==> config.mk <==
export PLATFORM = sky130hd
export DESIGN_NAME = beacon_tx_arbiter
export DESIGN_NICKNAME = d
export VERILOG_FILES = /design/src/rtl/beacon_pkg.sv /design/src/rtl/manchester_enc.sv /design/src/rtl/beacon_tx_arbiter.sv
export SDC_FILE = /design/constraint.sdc
export NUM_CORES = 1
export LEC_CHECK = 0
export CAP_MARGIN = 20
export CELL_PAD_IN_SITES_DETAIL_PLACEMENT = 1
export CELL_PAD_IN_SITES_GLOBAL_PLACEMENT = 2
export CORE_MARGIN = 2
export CORE_UTILIZATION = 31
export DETAILED_ROUTE_END_ITERATION = 10
export GPL_ROUTABILITY_DRIVEN = 1
export HOLD_SLACK_MARGIN = 0.06
export PLACE_DENSITY = 0.91
export SLEW_MARGIN = 40
export SYNTH_ARGS = -nofsm -noshare
export SYNTH_HDL_FRONTEND = slang
export SYNTH_SLANG_ARGS = --single-unit
==> constraint.sdc <==
create_clock -name clk -period 2.6 [get_ports clk]
set_input_delay 0.78 -clock clk [delete_from_list [all_inputs] [get_ports clk]]
set_output_delay 0.78 -clock clk [all_outputs]
set_load 0.05 [all_outputs]
==> src/rtl/beacon_pkg.sv <==
// beacon_pkg: shared definitions for the beacon transmit arbiter.
//   state_t    frame sequencer state encoding
//   SYNC_WORD  sync pattern that opens every frame (sent MSB first)
//   SYNC_LEN   sync pattern length in bits
//   clog2()    elaboration-time ceiling log2, used to size the ID field and counters
package beacon_pkg;

  typedef enum logic [2:0] {
    ST_IDLE,
    ST_SYNC,
    ST_ID,
    ST_DATA,
    ST_PAR,
    ST_GAP
  } state_t;

  localparam int SYNC_LEN = 4;
  localparam logic [SYNC_LEN-1:0] SYNC_WORD = 4'b1011;

  function automatic int clog2(input int n);
    int r;
    int v;
    r = 0;
    v = 1;
    while (v < n) begin
      v = v * 2;
      r = r + 1;
    end
    return r;
  endfunction

endpackage

==> src/rtl/manchester_enc.sv <==
// manchester_enc: one-bit Manchester encoder with a registered line output.
//   A bit loaded at a clock edge appears as its first half-bit (bit ^ 0) in the
//   following cycle and its second half-bit (bit ^ 1) in the cycle after. With
//   no new load after the second half the line returns to 0.
// Ports:
//   clk       in   clock, one half-bit per cycle
//   rst_n     in   asynchronous active-low reset
//   load      in   load bit_in at this edge (starts a new bit)
//   bit_in    in   bit to encode
//   signal    out  registered Manchester line, 0 when idle
//   bit_done  out  high during the second half-bit cycle; a load at the end of
//                  this cycle makes the next bit follow with no gap
module manchester_enc
  import beacon_pkg::*;
(
  input  logic clk,
  input  logic rst_n,
  input  logic load,
  input  logic bit_in,
  output logic signal,
  output logic bit_done
);

  logic bit_q;
  logic phase;
  logic live;

  always_ff @(posedge clk or negedge rst_n) begin
    if (!rst_n) begin
      bit_q    <= 1'b0;
      phase    <= 1'b0;
      live     <= 1'b0;
      signal   <= 1'b0;
      bit_done <= 1'b0;
    end else if (load) begin
      bit_q    <= bit_in;
      phase    <= 1'b0;
      live     <= 1'b1;
      signal   <= bit_in ^ 1'b0;
      bit_done <= 1'b0;
    end else if (live && !phase) begin
      phase    <= 1'b1;
      signal   <= bit_q ^ 1'b1;
      bit_done <= 1'b1;
    end else begin
      // Bit finished and nothing queued: drop the line low.
      phase    <= 1'b0;
      live     <= 1'b0;
      signal   <= 1'b0;
      bit_done <= 1'b0;
    end
  end

endmodule

==> src/rtl/beacon_tx_arbiter.sv <==
// beacon_tx_arbiter: shares one Manchester-coded beacon pin between NUM_REQ
// requesters. A round-robin arbiter picks one requester in IDLE, captures its
// status word, and the sequencer sends SYNC | ID | DATA [| PARITY] followed by
// GAP_BITS idle bit-times with the line low.
// Build option: define BEACON_PARITY_EN to append one even-parity bit over
// {ID, DATA}; the frame then grows by 2 cycles.
// Parameters:
//   NUM_REQ   number of requesters (>= 2), ID field is clog2(NUM_REQ) bits
//   DATA_W    status word width, sent MSB first
//   GAP_BITS  idle bit-times after each frame (>= 1)
// Ports:
//   clk     in   clock, one half-bit per cycle
//   rst_n   in   asynchronous active-low reset; abandons any frame in flight
//   req     in   level requests, held until the matching gnt is seen
//   data    in   requester i status word at [i*DATA_W +: DATA_W]
//   gnt     out  one-hot 1-cycle pulse marking the capture of a word
//   busy    out  high from the capture edge until the end of the gap
//   done    out  1-cycle pulse in the last gap cycle
//   signal  out  registered Manchester line, 0 when idle
module beacon_tx_arbiter
  import beacon_pkg::*;
#(
  parameter int NUM_REQ  = 4,
  parameter int DATA_W   = 8,
  parameter int GAP_BITS = 2
) (
  input  logic                      clk,
  input  logic                      rst_n,
  input  logic [NUM_REQ-1:0]        req,
  input  logic [NUM_REQ*DATA_W-1:0] data,
  output logic [NUM_REQ-1:0]        gnt,
  output logic                      busy,
  output logic                      done,
  output logic                      signal
);

  localparam int ID_W = clog2(NUM_REQ);
`ifdef BEACON_PARITY_EN
  localparam int PAR_W = 1;
`else
  localparam int PAR_W = 0;
`endif
  localparam int FRAME_BITS = SYNC_LEN + ID_W + DATA_W + PAR_W;
  localparam int GAP_CYC    = 2 * GAP_BITS;
  // One counter serves every field (bits left) and the gap (cycles left).
  localparam int CNT_W      = clog2(FRAME_BITS + GAP_CYC + 1);
  localparam logic [CNT_W-1:0] CNT_ONE = CNT_W'(1);

  state_t                  state;
  logic [ID_W-1:0]         ptr;
  logic [CNT_W-1:0]        cnt;
  logic [FRAME_BITS-1:0]   shreg;

  logic [ID_W-1:0]         win;
  logic                    found;
  int                      arb_idx;
  logic [DATA_W-1:0]       win_data;
  logic [FRAME_BITS-1:0]   frame_w;
  logic                    enc_load;
  logic                    enc_bit;
  logic                    bit_done;
  logic                    last_bit;

  // Round-robin pick: first asserted request at or after ptr, wrapping.
  always_comb begin
    win     = '0;
    found   = 1'b0;
    arb_idx = 0;
    for (int i = 0; i < NUM_REQ; i++) begin
      arb_idx = int'(ptr) + i;
      if (arb_idx >= NUM_REQ) arb_idx = arb_idx - NUM_REQ;
      if (!found && req[arb_idx]) begin
        win   = ID_W'(arb_idx);
        found = 1'b1;
      end
    end
  end

  assign win_data = data[int'(win)*DATA_W +: DATA_W];

`ifdef BEACON_PARITY_EN
  assign frame_w  = {SYNC_WORD, win, win_data, ^{win, win_data}};
  assign last_bit = (state == ST_PAR);
`else
  assign frame_w  = {SYNC_WORD, win, win_data};
  assign last_bit = (state == ST_DATA) && (cnt == '0);
`endif

  // Feed the encoder: first sync bit on the capture edge, then the next frame
  // bit each time the current one finishes, except after the final bit.
  always_comb begin
    enc_load = 1'b0;
    enc_bit  = 1'b0;
    case (state)
      ST_IDLE: begin
        enc_load = |req;
        enc_bit  = frame_w[FRAME_BITS-1];
      end
      ST_SYNC, ST_ID, ST_DATA, ST_PAR: begin
        enc_load = bit_done && !last_bit;
        enc_bit  = shreg[FRAME_BITS-1];
      end
      default: ;
    endcase
  end

  // Shift register holds the frame bits not yet handed to the encoder.
  always_ff @(posedge clk) begin
    if (enc_load) begin
      if (state == ST_IDLE) shreg <= {frame_w[FRAME_BITS-2:0], 1'b0};
      else                  shreg <= {shreg[FRAME_BITS-2:0], 1'b0};
    end
  end

  always_ff @(posedge clk or negedge rst_n) begin
    if (!rst_n) begin
      state <= ST_IDLE;
      ptr   <= '0;
      cnt   <= '0;
      gnt   <= '0;
      busy  <= 1'b0;
      done  <= 1'b0;
    end else begin
      gnt  <= '0;
      done <= 1'b0;
      case (state)
        ST_IDLE: begin
          if (|req) begin
            gnt   <= NUM_REQ'(1) << win;
            ptr   <= (int'(win) == NUM_REQ - 1) ? '0 : win + ID_W'(1);
            busy  <= 1'b1;
            state <= ST_SYNC;
            cnt   <= CNT_W'(SYNC_LEN - 1);
          end
        end
        ST_SYNC: begin
          if (bit_done) begin
            if (cnt != '0) cnt <= cnt - CNT_ONE;
            else begin
              state <= ST_ID;
              cnt   <= CNT_W'(ID_W - 1);
            end
          end
        end
        ST_ID: begin
          if (bit_done) begin
            if (cnt != '0) cnt <= cnt - CNT_ONE;
            else begin
              state <= ST_DATA;
              cnt   <= CNT_W'(DATA_W - 1);
            end
          end
        end
        ST_DATA: begin
          if (bit_done) begin
            if (cnt != '0) cnt <= cnt - CNT_ONE;
            else begin
`ifdef BEACON_PARITY_EN
              state <= ST_PAR;
              cnt   <= '0;
`else
              state <= ST_GAP;
              cnt   <= CNT_W'(GAP_CYC - 1);
`endif
            end
          end
        end
`ifdef BEACON_PARITY_EN
        ST_PAR: begin
          if (bit_done) begin
            state <= ST_GAP;
            cnt   <= CNT_W'(GAP_CYC - 1);
          end
        end
`endif
        ST_GAP: begin
          if (cnt == '0) begin
            state <= ST_IDLE;
            busy  <= 1'b0;
          end else begin
            cnt  <= cnt - CNT_ONE;
            done <= (cnt == CNT_ONE);
          end
        end
        default: begin
          state <= ST_IDLE;
          busy  <= 1'b0;
        end
      endcase
    end
  end

  manchester_enc u_enc (
    .clk      (clk),
    .rst_n    (rst_n),
    .load     (enc_load),
    .bit_in   (enc_bit),
    .signal   (signal),
    .bit_done (bit_done)
  );

endmodule
Word level (Yosys, flattened, before mapping)
Cells that the tools add are included.
W data, S select, Z words.
{ "totals": {"ff_bits": 34, "in_bits": 38, "out_inout_bits": 7, "wordCells": 130} }
{ "op_classes": {"n_addsub": 9, "magnitude_cmp": 8, "n_eq_ne": 17, "shifts": 2, "n_mux": 58, "bitwise": 2, "reduce_logical": 22} }
{ "ops": {"columns": ["cell", "n"], "rows": [
  ["$lt A32 B4 Y1 const B", 4],
  ["$mux W32", 4],
  ["$mux W5", 8],
  ["$shiftx A32 B6 Y8", 1],
  ["$pmux W5 S5", 1],
  ["$mux W3", 8],
  ["$mux W1", 21],
  ["$pmux W3 S5", 1],
  ["$ne A2 B2 Y1 const B", 7],
  ["$sub A3 B3 Y4 const B", 3],
  ["$mux W11", 1],
  ["$mux W2", 5],
  ["$reduce_bool A5 Y1", 2],
  ["$ge A3 B3 Y1 const B", 3],
  ["$bmux W1 S2", 4],
  ["$mux W4", 2],
  ["$reduce_and A8 Y1", 1],
  ["$reduce_or A4 Y1", 2],
  ["$add A2 B2 Y3 const B", 2],
  ["$eq A3 B2 Y1 const B", 2],
  ["$eq A3 B3 Y1 const B", 2],
  ["$logic_and A1 B1 Y1", 6],
  ["$ne A2 B1 Y1 const B", 3],
  ["$reduce_and A6 Y1", 1],
  ["18 further kinds", 24]
]} }

Logic depth before layout (Yosys ltp)
Gate-level depths: netlist (run 1).
{ "depth": {"depth_word": 18, "depth_mapped": 8, "mapped_depth_nobuf": 8} }

Hierarchy
From an unflattened synthesis (run 1), not the netlist that was laid out.
{ "unflattened": {"cells_unflattened": 188, "hier_area_um2": 1991.9} }
{ "modules_own_cells": {"columns": ["mod", "n_inst", "cells_each", "area_per_inst_um2", "seq_area_each_um2"], "rows": [
  ["beacon_tx_arbiter", 1, 177, 1843.0, 790.8],
  ["manchester_enc", 1, 11, 148.9, 100.1]
]} }

Worst setup path before layout (run 1)
No wires, ideal clock.
{ "synth_path": {"path_kind": "input to register", "start": "input req[3]", "end": "register ptr[1]", "setup_time_ns": 0.125, "arrival_ns": 1.934, "required_ns": 2.475, "setup_slack_ns": 0.542, "stages": 7, "n_path_buf": 1, "path_cell_list": "mux2i_1 > a32oi_2 > nand2_2 > buf_4 > inv_1 > ha_1 > mux2_2"} }
{ "synth_between": {"elab_chain_len": 15, "word_cells_on_any_way": 30, "classes_between": "1 x add/sub; 1 x eq/ne; 20 x mux; 8 x reduce/logical"} }
{ "synth_lines": {"columns": ["element", "line_no", "source"], "rows": [
  ["from (decl)", "beacon_tx_arbiter.sv:29", "input logic [NUM_REQ-1:0] req,"],
  ["$bmux W1 S2", "beacon_tx_arbiter.sv:72", "if (!found && req[arb_idx]) begin"],
  ["$mux W1 (not written as such) (2 in a row)", "beacon_tx_arbiter.sv:72", null],
  ["$mux W1", "beacon_tx_arbiter.sv:72", null],
  ["$logic_not A1 Y1", "beacon_tx_arbiter.sv:72", null],
  ["$logic_and A1 B1 Y1", "beacon_tx_arbiter.sv:72", null],
  ["$mux W1", "beacon_tx_arbiter.sv:72", null],
  ["$logic_not A1 Y1", "beacon_tx_arbiter.sv:72", null],
  ["$logic_and A1 B1 Y1", "beacon_tx_arbiter.sv:72", null],
  ["$mux W1", "beacon_tx_arbiter.sv:72", null],
  ["$logic_not A1 Y1", "beacon_tx_arbiter.sv:72", null],
  ["$logic_and A1 B1 Y1", "beacon_tx_arbiter.sv:72", null],
  ["$mux W2", "beacon_tx_arbiter.sv:72", null],
  ["$add A2 B1 Y2 / $eq A2 B1 Y1 (equally long branches)", "beacon_tx_arbiter.sv:130", "ptr <= (int'(win) == NUM_REQ - 1) ? '0 : win + ID_W'(1);"],
  ["$mux W2", "beacon_tx_arbiter.sv:130", null],
  ["to (signal assigned)", "beacon_tx_arbiter.sv:130", null],
  ["to (decl)", "beacon_tx_arbiter.sv:50", "logic [ID_W-1:0] ptr;"]
]} }
Several ways; a longest one is shown, not always the timed one. The select of a mux whose other input is x is not followed.
A chain may end at the register's enable or synchronous reset.

Worst setup path after layout (run 1)
Same ends and word-level chain as after synthesis.

==> key figures, run 1 <==
Worst setup path
  • Worst path slowest cell: clkdlybuf4s50_1
  • Delay-heaviest family, CP: buffers and inverters
  • R2r worst-path depth: 8
  • Reg-to-Reg Start: cnt[0]
  • WS Path Type: in -> reg
  • Crit path from: req[3]
  • Critical Path RT: 2.78 ns
  • WP data arrival: 2.51 ns
  • FF-to-FF End: u_enc.bit_q
  • Crit path capture type: flop
  • Cell count along the critical path: 7
  • End point of the critical path: ptr[1]
  • Crit path buf inv count: 2
  • CP cell instances: clkdlybuf4s50_1, mux2i_1, a32oi_2, nand2_2, inv_1, ha_1, mux2_2
  • Worst Path Max Fanout: 5
  • CP startpoint kind: input pin
  • CP peak stage delay: 0.59 ns
  • Reg2Reg Setup Slack: 0.52 ns

Die
  • Core outline area: 5960 µm²
  • Standard-cell rows: 28
  • Chip height: 82.9 µm
  • Die Area: 6880 µm²
  • Die X: 82.9 µm
  • Top Ports: 45
  • Initial Utilization: 32.4%

Detailed routing
  • WL final: 4.73 mm
  • DR pass1 iterations: 4
  • DR vias: 1626
  • Vias per cell: 5.05
  • # DRC: 0
  • Routed wl met2: 2.27 mm
  • Post-route ant nets: 0
  • DR iter-0 viols: 21
  • Top layer in use: met4
  • Met1 wire length: 2.12 mm
  • Routed wl met3: 251 µm
  • WL per Instance: 14.7 µm

CTS
  • Clock buffers created by TritonCTS: 5
  • CTS clock-pin slew for the worst setup and hold paths: 0.07 ns
  • CTS Buffer Depth: 2
  • Root cell of the clock tree: clkbuf_8
  • Worst-Skew Late Latency: 0.29 ns
  • Setup Buffers After CTS: 0
  • Hold_buf cts: 0
  • Total clock sinks: 33
  • CTS tree: built
  • CTS H-Tree Depth: 2
  • Number of gates resized after CTS: 0

Timing
  • Setup violations, final: 0
  • Final-report max-slew violation count: 0
  • Clk_skew: 0.00532 ns
  • Rel. slew slack: 66.8%
  • Hold WS: 0.509 ns
  • RSZ-0062 raised after global routing: no
  • Tmin final: 2.33 ns
  • Worst Tran Pin Value: 0.496 ns
  • Final TNS setup: 0 ns
  • Final hold violation count: 0
  • FMAX: 430 MHz
  • Final WS setup: 0.274 ns
  • Final period util: 89.5%

GRT
  • Vias in the first global route: 1825
  • All-Layer GR Usage: 14.8%
  • Pin count of the biggest net entering global routing: 21
  • Gr ovfl total: 0
  • First-pass GRT wire length: 8.46 mm
  • Antenna violations before repair: 0

Placement
  • Pre-CTS setup slack: -0.0434 ns
  • DP HPWL: 3.65 mm
  • Port Buffers: 44
  • RePlAce Congestion: 0.803

Finish
  • Fraction of layout cells with a size suffix above 1: 14.2%
  • Fill cell count: 683
  • Footprint of the multi-input gates: 968 µm²
  • Reg area: 891 µm²
  • Util after Layout: 44.4%
  • Final Net Count: 288
  • # diodes: 0
  • Area Growth Syn to Fin: 36.9%

Power
  • Final Power: 0.00259 W
  • Worst VDD drop: 0.425 mV
  • Leakage: 1.09 nW
  • Power Dens Cells: 979 nW/µm²

Logic synthesis
  • Post-synth top cells: 20 x dfrtp_1, 16 x o21ai_0, 15 x nand2_1
  • Most used DFF post-synth: dfrtp_1
  • Top-count cell post-synth: dfrtp_1
  • Top cells by area, synth: dfrtp_1 26%, edfxtp_1 20%, mux2i_1 5.2%
  • Post-synthesis register bit count: 33
  • Number of synthesized flops with an enable pin: 13
  • Distinct cells, synth: 50
  • YS warnings: 0
  • Ys async rst share: 60.6%
  • Post-synthesis cell count: 191
  • Syn nets: 233
  • Mapped Area: 1930 µm²
  • Syn avg cell area: 10.1 µm²
  • Cell taking the most area after synthesis: dfrtp_1
  • Share of the synthesized area in the top cell type: 25.9%
  • Register area share after synthesis: 46.1%

Min path
  • Worst min path class: reg -> reg

Job
  • Max Cap Viol: 0

Outcome
  • Status: completed
## cells by family after synthesis
family	after synthesis	synth area share [%]
buffers and inverters	17	3.76
adder cells (fa/ha/maj)	4	2.59
XOR/XNOR	2	0.907
flip-flops	33	46.1
multiplexers	12	6.35
AND/OR/NAND/NOR	68	20.2
AO/OA/AOI/OAI	55	20.1
## layer usage
| layer | track usage, % | vias to the layer above |
|---|---|---|
| met5 | 0 | - |
| met1 | 18.5 | 769 |
| met4 | 5.22 | 0 |
| li1 | - | 802 |
| met2 | 24.7 | 46 |
| met3 | 3.88 | 9 |
## metrics by stage
stage	cell area [µm²]	std cells
2_1_floorplan	1930	191
3_3_place_gp	2530	314
3_5_place_dp	2530	314
4_1_cts	2640	322
5_1_grt	2640	322
6_report	2640	322
## flip-flops by register name, summed over array words and instances (netlist names)
register,count
shreg,13
gnt,4
busy,1
done,1
u_enc.bit_q,1
state,3
u_enc.signal,1
u_enc.live,1
cnt,5
ptr,2
u_enc.bit_done,1
## cells in the final DEF (no fill, tap or decap), types with 7 or more instances in the layout
cell	instances
a21oi_1	7
and3_1	8
buf_4	12
clkdlybuf4s50_1	44
dfrtp_1	20
edfxtp_1	13
inv_1	7
mux2i_1	10
nand2_1	15
nor2_1	12
o21ai_0	16
## worst register-to-register path: stages, from the launching register on
cell and delay [ns]:
dfrtp_1 0.39, inv_1 0.12, ha_1 0.20, nor4b_2 0.38
nand2_1 0.19, a21oi_1 0.19, o21a_1 0.18, inv_2 0.14
mux2i_1 0.16
## how the worst min path moves through the flow
stage	from	endpoint	cells past startpoint
2_1_floorplan	u_enc.live	u_enc.live	2
3_3_place_gp	u_enc.live	u_enc.live	2
3_5_place_dp	u_enc.live	u_enc.live	2
4_1_cts	u_enc.live	u_enc.live	2
5_1_grt	shreg[11]	shreg[12]	1
6_report	u_enc.live	u_enc.live	2
## layout make-up
cell class	instances	share of cell area, %
Sequential cell	33	33.7
Inverter	8	1.14
Clock buffer	5	2.60
Tap cell	75	3.55
Clock inverter	3	1.56
Timing Repair Buffer	57	20.8
Multi-Input combinational cell	141	36.6
## report_power, final
part | switching (W) | internal, W
registers | 0.000160 | 0.000816
clock network | 0.000199 | 0.000282
logic | 0.000622 | 0.000509
No activity file was read; power rests on OpenSTA's default activity.
==> inputs of run 2 (changes only) <==
CORE_UTILIZATION = 25   (was 31)
PLACE_DENSITY = 0.78   (was 0.91)
==> key figures, run 2 (synthesis gave the netlist of run 1 again) <==
Outcome
  • Status: completed (unchanged)

Die
  • Chip height: 91.9 µm (was 82.9 µm)
  • Standard-cell rows: 32 (was 28)
  • Top Ports: 45 (unchanged)
  • Core outline area: 7610 µm² (was 5960 µm²)
  • Die X: 91.9 µm (was 82.9 µm)
  • Die Area: 8450 µm² (was 6880 µm²)
  • Initial Utilization: 25.4% (was 32.4%)

Power
  • Worst VDD drop: 0.244 mV (was 0.425 mV)
  • Power Dens Cells: 964 nW/µm² (was 979 nW/µm²)
  • Leakage: 1.09 nW (about the same)
  • Final Power: 0.00259 W (about the same)

Detailed routing
  • DR vias: 1628 (was 1626)
  • # DRC: 0 (unchanged)
  • DR pass1 iterations: 4 (unchanged)
  • Post-route ant nets: 0 (unchanged)
  • WL final: 4.73 mm (about the same)
  • WL per Instance: 13.5 µm (was 14.7 µm)
  • DR iter-0 viols: 39 (was 21)
  • Vias per cell: 4.66 (was 5.05)

CTS
  • Root cell of the clock tree: clkbuf_8 (unchanged)
  • Worst-Skew Late Latency: 0.29 ns (about the same)
  • CTS tree: built (unchanged)
  • CTS Buffer Depth: 2 (unchanged)
  • Setup Buffers After CTS: 0 (unchanged)
  • CTS clock-pin slew for the worst setup and hold paths: 0.07 ns (about the same)
  • Hold_buf cts: 0 (unchanged)
  • CTS H-Tree Depth: 2 (unchanged)
  • Clock buffers created by TritonCTS: 5 (unchanged)
  • Total clock sinks: 33 (unchanged)

Finish
  • # diodes: 0 (unchanged)
  • Top reg by flops: shreg (unchanged)
  • Max reg flops: 13 (unchanged)
  • Area Growth Syn to Fin: 39.2% (was 36.9%)
  • Most frequent cells in the layout: 44 x clkdlybuf4s50_1, 20 x dfrtp_1, 16 x o21ai_0 (unchanged)
  • Util after Layout: 35.3% (was 44.4%)
  • Final Net Count: 288 (unchanged)
  • Biggest regs: shreg: 13 flops, cnt: 5 flops, gnt: 4 flops (unchanged)
  • Fraction of layout cells with a size suffix above 1: 14.6% (was 14.2%)
  • Commonest non-fill, non-tap cell in the layout: clkdlybuf4s50_1 (unchanged)

Worst setup path
  • Reg-to-Reg Start: cnt[0] (unchanged)
  • Reg2Reg Setup Slack: 0.51 ns (was 0.52 ns)
  • Worst Path Max Fanout: 5 (unchanged)
  • Crit path capture type: flop (unchanged)
  • FF-to-FF End: shreg[12] (was u_enc.bit_q)
  • R2r worst-path depth: 7 (was 8)
  • Critical Path RT: 2.77 ns (was 2.78 ns)
  • CP startpoint kind: input pin (unchanged)
  • WP data arrival: 2.53 ns (was 2.51 ns)
  • WS Path Type: in -> reg (unchanged)

Timing
  • Rel. slew slack: 66.4% (was 66.8%)
  • Worst Tran Pin Value: 0.503 ns (was 0.496 ns)
  • Final-report max-slew violation count: 0 (unchanged)
  • Setup violations, final: 0 (unchanged)
  • Clk_skew: 0.00974 ns (was 0.00532 ns)
  • FMAX: 424 MHz (was 430 MHz)
  • Final period util: 90.7% (was 89.5%)
  • Final hold violation count: 0 (unchanged)
  • Tmin final: 2.36 ns (was 2.33 ns)
  • RSZ-0062 raised after global routing: no (unchanged)
  • Hold WS: 0.496 ns (was 0.509 ns)

Placement
  • Port Buffers: 44 (unchanged)
  • DP HPWL: 3.77 mm (was 3.65 mm)
  • RePlAce Congestion: 0.736 (was 0.803)

GRT
  • Grt met1 use: 15.7% (was 18.5%)
  • Pin count of the biggest net entering global routing: 21 (unchanged)
  • Vias in the first global route: 1786 (was 1825)
  • Antenna violations before repair: 0 (unchanged)
  • GRT busiest layer: met2 (unchanged)
  • First-pass GRT wire length: 8.26 mm (was 8.46 mm)
  • Gr ovfl total: 0 (unchanged)
  • Met3 Resource Use GR: 3.04% (was 3.88%)
  • All-Layer GR Usage: 12.2% (was 14.8%)
  • GR Util met2: 20.6% (was 24.7%)

Min path
  • Hold Path Origin: u_enc.live (unchanged)
  • Worst min path class: reg -> reg (unchanged)
  • WHS Path Cells: 2 (unchanged)
  • Hold Path End: u_enc.live (unchanged)

Job
  • Max Cap Viol: 0 (unchanged)
run 2: cell counts in the layout (fill, tap and decap cells not counted):
Identical to the previous run, type by type.
run 2: what timing repair did:
action,CTS,global route
gates resized for setup,0,1
endpoints found under the setup margin,0,1
hold endpoints to repair,0,0
run 2: critical path, cell delays in order:
cell and delay (ns):
clkdlybuf4s50_1 0.51, nand2b_1 0.20, a211oi_2 0.37, nor2_1 0.11
ha_1 0.29, mux2_2 0.27
run 2: worst max-delay path by stage:
| stage | start | endpoint |
|---|---|---|
| final | req[3] | ptr[1] |
| after floorplan | req[3] | ptr[1] |
| after detailed placement | req[1] | shreg[8] |
| after global routing | req[3] | ptr[1] |
| after CTS | req[1] | shreg[8] |
| after global placement | req[1] | shreg[2] |
run 2: routing by layer:
layer | up-vias | part of all wire, %
met5 | - | 0
met4 | 0 | 0.87
met3 | 5 | 4.9
met2 | 49 | 46
met1 | 767 | 48
li1 | 807 | -
run 2: area by class of cell:
type                       instances  area (µm²)
fill                             877        4920
multi-input combinational        141         975
sequential                        33         891
timing repair buffer              57         551
tap                              102         128
clock buffer                       5        68.8
clock inverter                     3        46.3
inverter                           8        30.0
run 2: where the power goes:
| group | switching (W) | leakage [nW] | internal (W) |
|---|---|---|---|
| clock | 0.000204 | 0.0543 | 0.000287 |
| combinational | 0.000636 | 0.668 | 0.000514 |
| sequential | 0.000136 | 0.372 | 0.000816 |
run 2: per-stage QoR:
| stage | cells | TNS [ns] | instance area, µm² | worst slack [ns] |
|---|---|---|---|---|
| 2_1_floorplan | 191 | 0 | 1930 | 0.542 |
| 3_5_place_dp | 341 | -0.686 | 2570 | -0.114 |
| 6_report | 349 | 0 | 2690 | 0.242 |
| 3_3_place_gp | 341 | -0.0929 | 2570 | -0.0432 |
| 4_1_cts | 349 | 0 | 2680 | 0.204 |
| 5_1_grt | 349 | 0 | 2690 | 0.149 |
